`config.mk`:
```
export PLATFORM = sky130hd
export DESIGN_NAME = dd_timeout_sched
export DESIGN_NICKNAME = d
export VERILOG_FILES = /design/src/rtl/dd_timeout_sched.sv
export SDC_FILE = /design/constraint.sdc
export NUM_CORES = 2
export LEC_CHECK = 0
export ABC_AREA = 1
export CORE_AREA = 2 2 349 351
export CTS_BUF_LIST = sky130_fd_sc_hd__clkbuf_16
export CTS_CLUSTER_DIAMETER = 80
export CTS_CLUSTER_SIZE = 30
export DETAILED_ROUTE_END_ITERATION = 16
export DIE_AREA = 0 0 351 353
export PLACE_DENSITY = 0.72
export SYNTH_ARGS = -nofsm -noshare
export SYNTH_HDL_FRONTEND = slang
export SYNTH_SLANG_ARGS = --single-unit
```
`constraint.sdc`:
```
create_clock -name clk -period 6.2 [get_ports clk]
set_clock_uncertainty 0.05 [all_clocks]
set_input_delay 0.62 -clock clk [delete_from_list [all_inputs] [get_ports clk]]
set_output_delay 0.62 -clock clk [all_outputs]
set_load 0.005 [all_outputs]
```
`src/rtl/dd_timeout_sched.sv`:
```
// Per-flow retransmission-timer scheduler: one deadline per flow, round-robin expiry scan,
// and one timeout event at a time on a valid/ready port.
module dd_timeout_sched #(
    parameter int FLOW_NUM  = 16,
    parameter int FLOW_ID_W = 4,
    parameter int TIME_W    = 64,
    parameter int TIMER_W   = 32
) (
    input  logic                 clk,
    input  logic                 rst_n,
    input  logic [TIME_W-1:0]    now,
    input  logic                 arm_val,
    input  logic [FLOW_ID_W-1:0] arm_flow_id,
    input  logic [TIMER_W-1:0]   arm_timer_amnt,
    input  logic                 disarm_val,
    input  logic [FLOW_ID_W-1:0] disarm_flow_id,
    output logic                 to_val,
    output logic [FLOW_ID_W-1:0] to_flow_id,
    output logic [TIMER_W-1:0]   to_timer_amnt,
    input  logic                 to_rdy,
    output logic [FLOW_ID_W:0]   armed_cnt,
    output logic                 dbg_state,
    output logic [FLOW_ID_W-1:0] dbg_ptr
);
    // Event handshake: an event transfers on a rising clk edge where to_val & to_rdy;
    // while to_val is high, to_flow_id and to_timer_amnt hold steady and to_val never drops
    // without a transfer.
    typedef enum logic {SCAN = 1'b0, ISSUE = 1'b1} state_t;

    state_t                r_state, w_state_nxt;
    logic [FLOW_NUM-1:0]   r_armed, w_armed_nxt;
    logic [TIME_W-1:0]     r_deadline [FLOW_NUM];
    logic [TIMER_W-1:0]    r_amnt     [FLOW_NUM];
    logic [FLOW_ID_W-1:0]  r_ptr, w_ptr_nxt;
    logic                  r_to_val, w_to_val_nxt;
    logic [FLOW_ID_W-1:0]  r_to_flow_id, w_to_flow_id_nxt;
    logic [TIMER_W-1:0]    r_to_amnt, w_to_amnt_nxt;
    logic [FLOW_ID_W:0]    r_armed_cnt, w_armed_cnt_nxt;

    logic [TIME_W-1:0]     w_diff;
    logic                  w_expired;
    logic                  w_req_on_ptr;
    logic                  w_detect;
    logic                  w_arm_inc;
    logic                  w_disarm_dec;

    // Wrap-safe: the deadline has passed when now - deadline lands in the lower half-range.
    assign w_diff       = now - r_deadline[r_ptr];
    assign w_expired    = r_armed[r_ptr] & ~w_diff[TIME_W-1];
    assign w_req_on_ptr = (arm_val & (arm_flow_id == r_ptr)) |
                          (disarm_val & (disarm_flow_id == r_ptr));
    assign w_detect     = (r_state == SCAN) & w_expired & ~w_req_on_ptr;
    assign w_arm_inc    = arm_val & ~r_armed[arm_flow_id];
    // A disarm that collides with an arm of the same flow loses, so it removes nothing.
    assign w_disarm_dec = disarm_val & r_armed[disarm_flow_id] &
                          ~(arm_val & (arm_flow_id == disarm_flow_id));

    always_comb begin
        w_state_nxt      = r_state;
        w_armed_nxt      = r_armed;
        w_ptr_nxt        = r_ptr;
        w_to_val_nxt     = r_to_val;
        w_to_flow_id_nxt = r_to_flow_id;
        w_to_amnt_nxt    = r_to_amnt;
        w_armed_cnt_nxt  = r_armed_cnt
                         + {{FLOW_ID_W{1'b0}}, w_arm_inc}
                         - {{FLOW_ID_W{1'b0}}, w_disarm_dec}
                         - {{FLOW_ID_W{1'b0}}, w_detect};

        if (disarm_val) w_armed_nxt[disarm_flow_id] = 1'b0;
        if (w_detect)   w_armed_nxt[r_ptr]          = 1'b0;
        if (arm_val)    w_armed_nxt[arm_flow_id]    = 1'b1;

        case (r_state)
            SCAN: begin
                w_ptr_nxt = r_ptr + FLOW_ID_W'(1);
                if (w_detect) begin
                    w_to_val_nxt     = 1'b1;
                    w_to_flow_id_nxt = r_ptr;
                    w_to_amnt_nxt    = r_amnt[r_ptr];
                    w_state_nxt      = ISSUE;
                end
            end
            ISSUE: begin
                if (r_to_val && to_rdy) begin
                    w_to_val_nxt = 1'b0;
                    w_state_nxt  = SCAN;
                end
            end
            default: w_state_nxt = SCAN;
        endcase
    end

    always_ff @(posedge clk or negedge rst_n) begin
        if (!rst_n) begin
            r_state      <= SCAN;
            r_armed      <= '0;
            r_ptr        <= '0;
            r_to_val     <= 1'b0;
            r_to_flow_id <= '0;
            r_to_amnt    <= '0;
            r_armed_cnt  <= '0;
        end else begin
            r_state      <= w_state_nxt;
            r_armed      <= w_armed_nxt;
            r_ptr        <= w_ptr_nxt;
            r_to_val     <= w_to_val_nxt;
            r_to_flow_id <= w_to_flow_id_nxt;
            r_to_amnt    <= w_to_amnt_nxt;
            r_armed_cnt  <= w_armed_cnt_nxt;
        end
    end

    // Tables are only meaningful while the armed bit is set, so they carry no reset.
    always_ff @(posedge clk) begin
        if (arm_val) begin
            r_deadline[arm_flow_id] <= now + TIME_W'(arm_timer_amnt);
            r_amnt[arm_flow_id]     <= arm_timer_amnt;
        end
    end

    assign to_val        = r_to_val;
    assign to_flow_id    = r_to_flow_id;
    assign to_timer_amnt = r_to_amnt;
    assign armed_cnt     = r_armed_cnt;
    assign dbg_state     = r_state;
    assign dbg_ptr       = r_ptr;

endmodule

```
== After elaboration in Yosys (flattened, before gate mapping) ==
Memories as Yosys holds them, arrays and structs flattened. A register that Yosys moved wholly into a read port is not among the register bits.
Index checks and enable logic that the tools add are counted.
Cells by class
  bitwise operators: 20
  order comparisons: 6
  add/sub/neg operators: 6
  muxes and demuxes: 23
  equality and inequality tests: 5
  reduce and logical (&&, ||, !) cells: 7
Operators with widths (number)
  $add A64 B32 Y64: 1
  $sub A64 B64 Y64: 1
  $mux W16: 3
  $and A16 B16 Y16: 2
  $not A16 Y16: 2
  $or A16 B16 Y16: 1
  $lt A4 B5 Y1 const B: 3
  $bmux W1 S4: 3
  $demux W1 S4: 3
  $eq A4 B4 Y1: 3
  $ge A4 B1 Y1 const B: 3
  $mux W1: 12
  $sub A5 B1 Y5: 2
  $and A1 B1 Y1: 9
  $add A5 B1 Y5: 1
  $not A1 Y1: 5
  $add A4 B1 Y4 const B: 1
  $logic_and A1 B1 Y1: 4
  $pmux W1 S2: 2
  $reduce_and A2 Y1: 2
  $ne A2 B1 Y1 const B: 1
  $ne A2 B2 Y1 const B: 1
  $logic_not A1 Y1: 1
  $or A1 B1 Y1: 1
Storage, ports and cells
  register bits after elaboration: 31
  logic and storage cells: 75
  memories: 2
  bits in writable memories: 1536
  output and inout bits: 47
Memory list
  r_deadline: depth 16, bits a word 64, read ports 1, clocked after memory_dff 0, write ports 1, RTL line 32  | logic [TIME_W-1:0] r_deadline [FLOW_NUM];
  r_amnt: depth 16, bits a word 32, read ports 1, clocked after memory_dff 1, write ports 1, RTL line 33  | logic [TIMER_W-1:0] r_amnt [FLOW_NUM];

== Longest topological paths before layout ==
  depth in word-level cells: 11
  depth in mapped cells: 34
  mapped depth without buffers: 28

== Worst setup path before layout ==
No wires, ideal clock.
  path type: input to register
  start point: in arm_flow_id[0]
  end point: mem r_amnt[13][0] (enable)
  data arrival time: 5037 ps
  setup time: 553 ps
  setup slack: 560 ps
  buffers on the path: 0
  data required time: 5597 ps
  stages: 6
  path through: inv_1 > nor2_1 > inv_1 > nor2_1 > inv_1 > nor2_1
RTL lines
  start: declaration: RTL line 13  | input logic [FLOW_ID_W-1:0] arm_flow_id,
  end: declaration: RTL line 33
Straight into the memory's write port.

== Worst setup path after layout ==
  start point: reg r_ptr[0], in the netlist dbg_ptr[0]
  end point: reg r_armed_cnt[3], in the netlist armed_cnt[3]
On the way
  cells in the longest elaborated chain, start to end: 7
RTL lines
  start: declaration: RTL line 34  | logic [FLOW_ID_W-1:0] r_ptr, w_ptr_nxt;
  start signal: assignment: RTL line 106  | r_ptr <= w_ptr_nxt;
  $mem_v2 Z16 W64
  $sub A64 B64 Y64: RTL line 48  | assign w_diff = now - r_deadline[r_ptr];
  $not A1 Y1: RTL line 49  | assign w_expired = r_armed[r_ptr] & ~w_diff[TIME_W-1];
  $and A1 B1 Y1: RTL line 49
  $and A1 B1 Y1: RTL line 52  | assign w_detect = (r_state == SCAN) & w_expired & ~w_req_on_ptr;
  $and A1 B1 Y1 *: RTL line 52
  $sub A5 B1 Y5 *: RTL line 68  | - {{FLOW_ID_W{1'b0}}, w_detect};
  net w_armed_cnt_nxt[3]: RTL line 38  | logic [FLOW_ID_W:0] r_armed_cnt, w_armed_cnt_nxt;
  end signal: assignment: RTL line 110  | r_armed_cnt <= w_armed_cnt_nxt;
  end: declaration: RTL line 38
The timed path passes the listed nets; every way through them passes the cells marked *. The select of a mux whose other input is x is not followed.
A chain may end at the register's enable or synchronous reset.

==> flow_summary.json <==
{
  "status": "completed",
  "fin_setup_tns_ps": 0,
  "ys_seq_area_share_pct": 72.5,
  "gp_congestion": 0.886,
  "cts.reportedPaths.clkPinSlew_ps": 120,
  "critPathLaunchType": "register",
  "startpoint": "dbg_ptr[0]",
  "rsz0062_at_grt": "no",
  "power_density_mw_per_mm2": 414,
  "seq_power_share_pct": 42.8,
  "ys_types": 49,
  "rows": 128,
  "async_flop_share_pct": 3.94,
  "fmax_mhz": 176,
  "ir_drop_mv": 0.428,
  "multi_input_area_mm2": 0.0162,
  "synth_top_area_cell": "edfxtp_1",
  "hp-class": "in -> async",
  "insertion_delay_ps": 710,
  "rr_startpoint": "dbg_ptr[0]",
  "cts_num_sinks": 1599,
  "yosysWarnings": 0,
  "grt_max_degree": 152,
  "final_max_slew_viol_count": 0,
  "antenna_found_initial": 8,
  "netlist_instances": 5090,
  "wl_per_cell_um": 26.2,
  "maxCapViolCount": 0,
  "fillers": 9307,
  "final_layout_size_suffix_gt1_share_pct": 5.01,
  "setup_violations": 0,
  "drt-vias-per-instance": 6.39,
  "p_comb_share_pct": 38.7,
  "p_switching_mw": 11.2,
  "syn_avg_cell_area_um2": 12.9,
  "io_buffer_count": 155,
  "post_cts_buffers": 0,
  "syn_to_final_growth_pct": 9.14,
  "cts_tree": "built",
  "layout.nets": 5345,
  "grt_pass1_vias": 40400,
  "wl_um": 178000,
  "first_pass_iters": 5,
  "final_cell_mix": "edfxtp_1 (1536), nor2_1 (848), o21ai_0 (800), o22ai_1 (395), nand2_1 (234)",
  "swShare_pct": 37.8,
  "core_mm2": 0.121,
  "grt_usage_pct": 28.2,
  "max_slew_margin_pct": 17.2,
  "cts-resized-gates": 0,
  "p_leak_nw": 23.6,
  "syn-num-nets": 5305,
  "fp.dieArea_mm2": 0.124,
  "synthTopCellsByArea": "edfxtp_1 (70%), o21ai_0 (6.1%), nor2_1 (4.9%), o22ai_1 (3.8%), dfrtp_1 (2.4%)",
  "cts-htree-levels": 3,
  "clkPwrFrac_pct": 18.5,
  "cp_max_fo": 76,
  "finalCritPeriodShare_pct": 91.6,
  "critPathCaptureType": "register",
  "critPathArrivalTime_ps": 6210,
  "clockBufferDepth": 3,
  "holdBufCountCts": 0,
  "power_mw": 29.8,
  "die_width_um": 351,
  "hold_viol_final": 0,
  "synth_area_mm2": 0.0658,
  "hpwl_um": 93600,
  "grt_pass1_wl_um": 260000,
  "grt_remaining_overflow": 0,
  "pin_count": 156,
  "cts_buffers": 67,
  "num_vias": 43500,
  "layout_commonest_cell": "edfxtp_1",
  "yosysTopAreaCellShare_pct": 70.1,
  "ys_ff_latch": 1599,
  "p_int_mw": 18.5,
  "ff_latch_area_mm2": 0.0477,
  "route.detailed.drc": 0,
  "synth_flop_cell": "edfxtp_1",
  "start_util_pct": 54.6,
  "cp.required_ps": 6730,
  "layout_min_cycle_time_ps": 5680,
  "regToRegSetupSlack_ps": 520,
  "root_buffer": "clkbuf_16",
  "ant_nets": 0,
  "die_y_um": 353,
  "worstMarginPinSlew_ps": 1230,
  "synth-edff-count": 1536,
  "drt-initial-drc-count": 5783,
  "worstSetupPathType": "reg -> reg"
}
==> cell type report <==
cell class | instances | area share (%)
antenna | 3 | 0.0105
clock buffer | 69 | 2.40
clock inverter | 44 | 0.493
inverter | 192 | 1.03
multi-input combinational | 2981 | 22.6
sequential | 1599 | 66.4
tap | 1625 | 2.83
timing repair buffer | 289 | 4.18
==> cells in the mapped netlist (all sizes together), types with 2 or more instances <==
library cell	number
nand4	36
a221oi	96
dfrtp	63
nand2	234
nor3	20
fa	3
o2111ai	3
nor4	12
a21boi	9
o211ai	3
xnor2	15
inv	192
o21a	4
o221ai	4
a31oi	11
o21bai	2
edfxtp	1536
o21ai	847
o22ai	395
xor2	56
nand3	50
ha	103
nor2	867
a2111oi	2
a211oi	7
a21o	2
a21oi	97
a22o	94
buf	26
clkbuf	292
==> logic make-up (layout without fill, tap and decap cells) <==
| kind of cell | after synthesis | count (layout) | synth area share (%) |
|---|---|---|---|
| AO/OA/AOI/OAI | 1580 | 1580 | 14.1 |
| XOR/XNOR | 71 | 71 | 0.945 |
| adder cells (fa/ha/maj) | 106 | 106 | 2.05 |
| buffers and inverters | 510 | 594 | 3.04 |
| flip-flops | 1599 | 1599 | 72.5 |
| other | 0 | 3 | 0 |
| AND/OR/NAND/NOR | 1224 | 1224 | 7.35 |
==> registers in the layout (all words and copies together), names as in the netlist <==
| signal | cells |
|---|---|
| r_deadline | 1024 |
| to_timer_amnt | 32 |
| armed_cnt | 5 |
| to_flow_id | 4 |
| r_armed | 16 |
| dbg_ptr | 4 |
| dbg_state | 1 |
| r_amnt | 512 |
| to_val | 1 |
==> final timing paths <==
check / endpoint / cells after the start
max in group asynchronous: dbg_ptr[0] / 1
worst min-delay path: r_armed[14] / 1
worst max register to register: armed_cnt[3] / 22
min in group clk: to_timer_amnt[26] / 2
worst min register to register: to_timer_amnt[26] / 2
worst max-delay path: armed_cnt[3] / 22
==> layer usage <==
| layer | routed length [um] | GRT usage, % | vias up |
|---|---|---|---|
| met5 | 33 | 0 | - |
| met4 | 6450 | 9.91 | 6 |
| met3 | 18300 | 4.29 | 359 |
| met2 | 84300 | 45.0 | 2441 |
| met1 | 69300 | 39.9 | 21600 |
| li1 | - | - | 19100 |
==> metrics by stage <==
stage                     utilization, %  area [um^2]  instances  hold slack [ps]  worst slack [ps]
after floorplan                        -        65800       5090              274               560
final                               59.6        71800       6802             46.7               523
after global routing                59.5        71800       6800             92.5               329
after global placement              57.8        69700       6685              416               878
after detailed placement            57.8        69700       6685              424               669
after CTS                           59.5        71800       6798             64.5               637
==> critical path: stages (launching register included) <==
cell and delay (ps):
dfrtp_4 660, inv_8 330, buf_12 330, buf_12 220
o21ai_0 100, o22ai_1 180, a22o_1 190, a221oi_1 50
ha_1 360, nand4_1 90, nor3_1 200, nand2_1 180
nor4b_1 400, buf_4 250, nand2_1 130, nand2_1 80
nand2_1 110, nand3_4 120, fa_1 420, ha_1 190
ha_1 210, fa_1 380, xor2_1 170
==> power groups by stage <==
| stage | combinational [mW] | sequential, mW | clock [mW] |
|---|---|---|---|
| finish | 11.5 | 12.7 | 5.51 |
| CTS | 11.4 | 12.7 | 5.53 |
| global placement | 11.1 | 13.0 | 0 |
| detailed placement | 11.3 | 13.0 | 0 |
| global route | 12.6 | 12.8 | 5.86 |
| floorplan | 7.56 | 12.9 | 0 |
(Power assumes the default switching activity.)
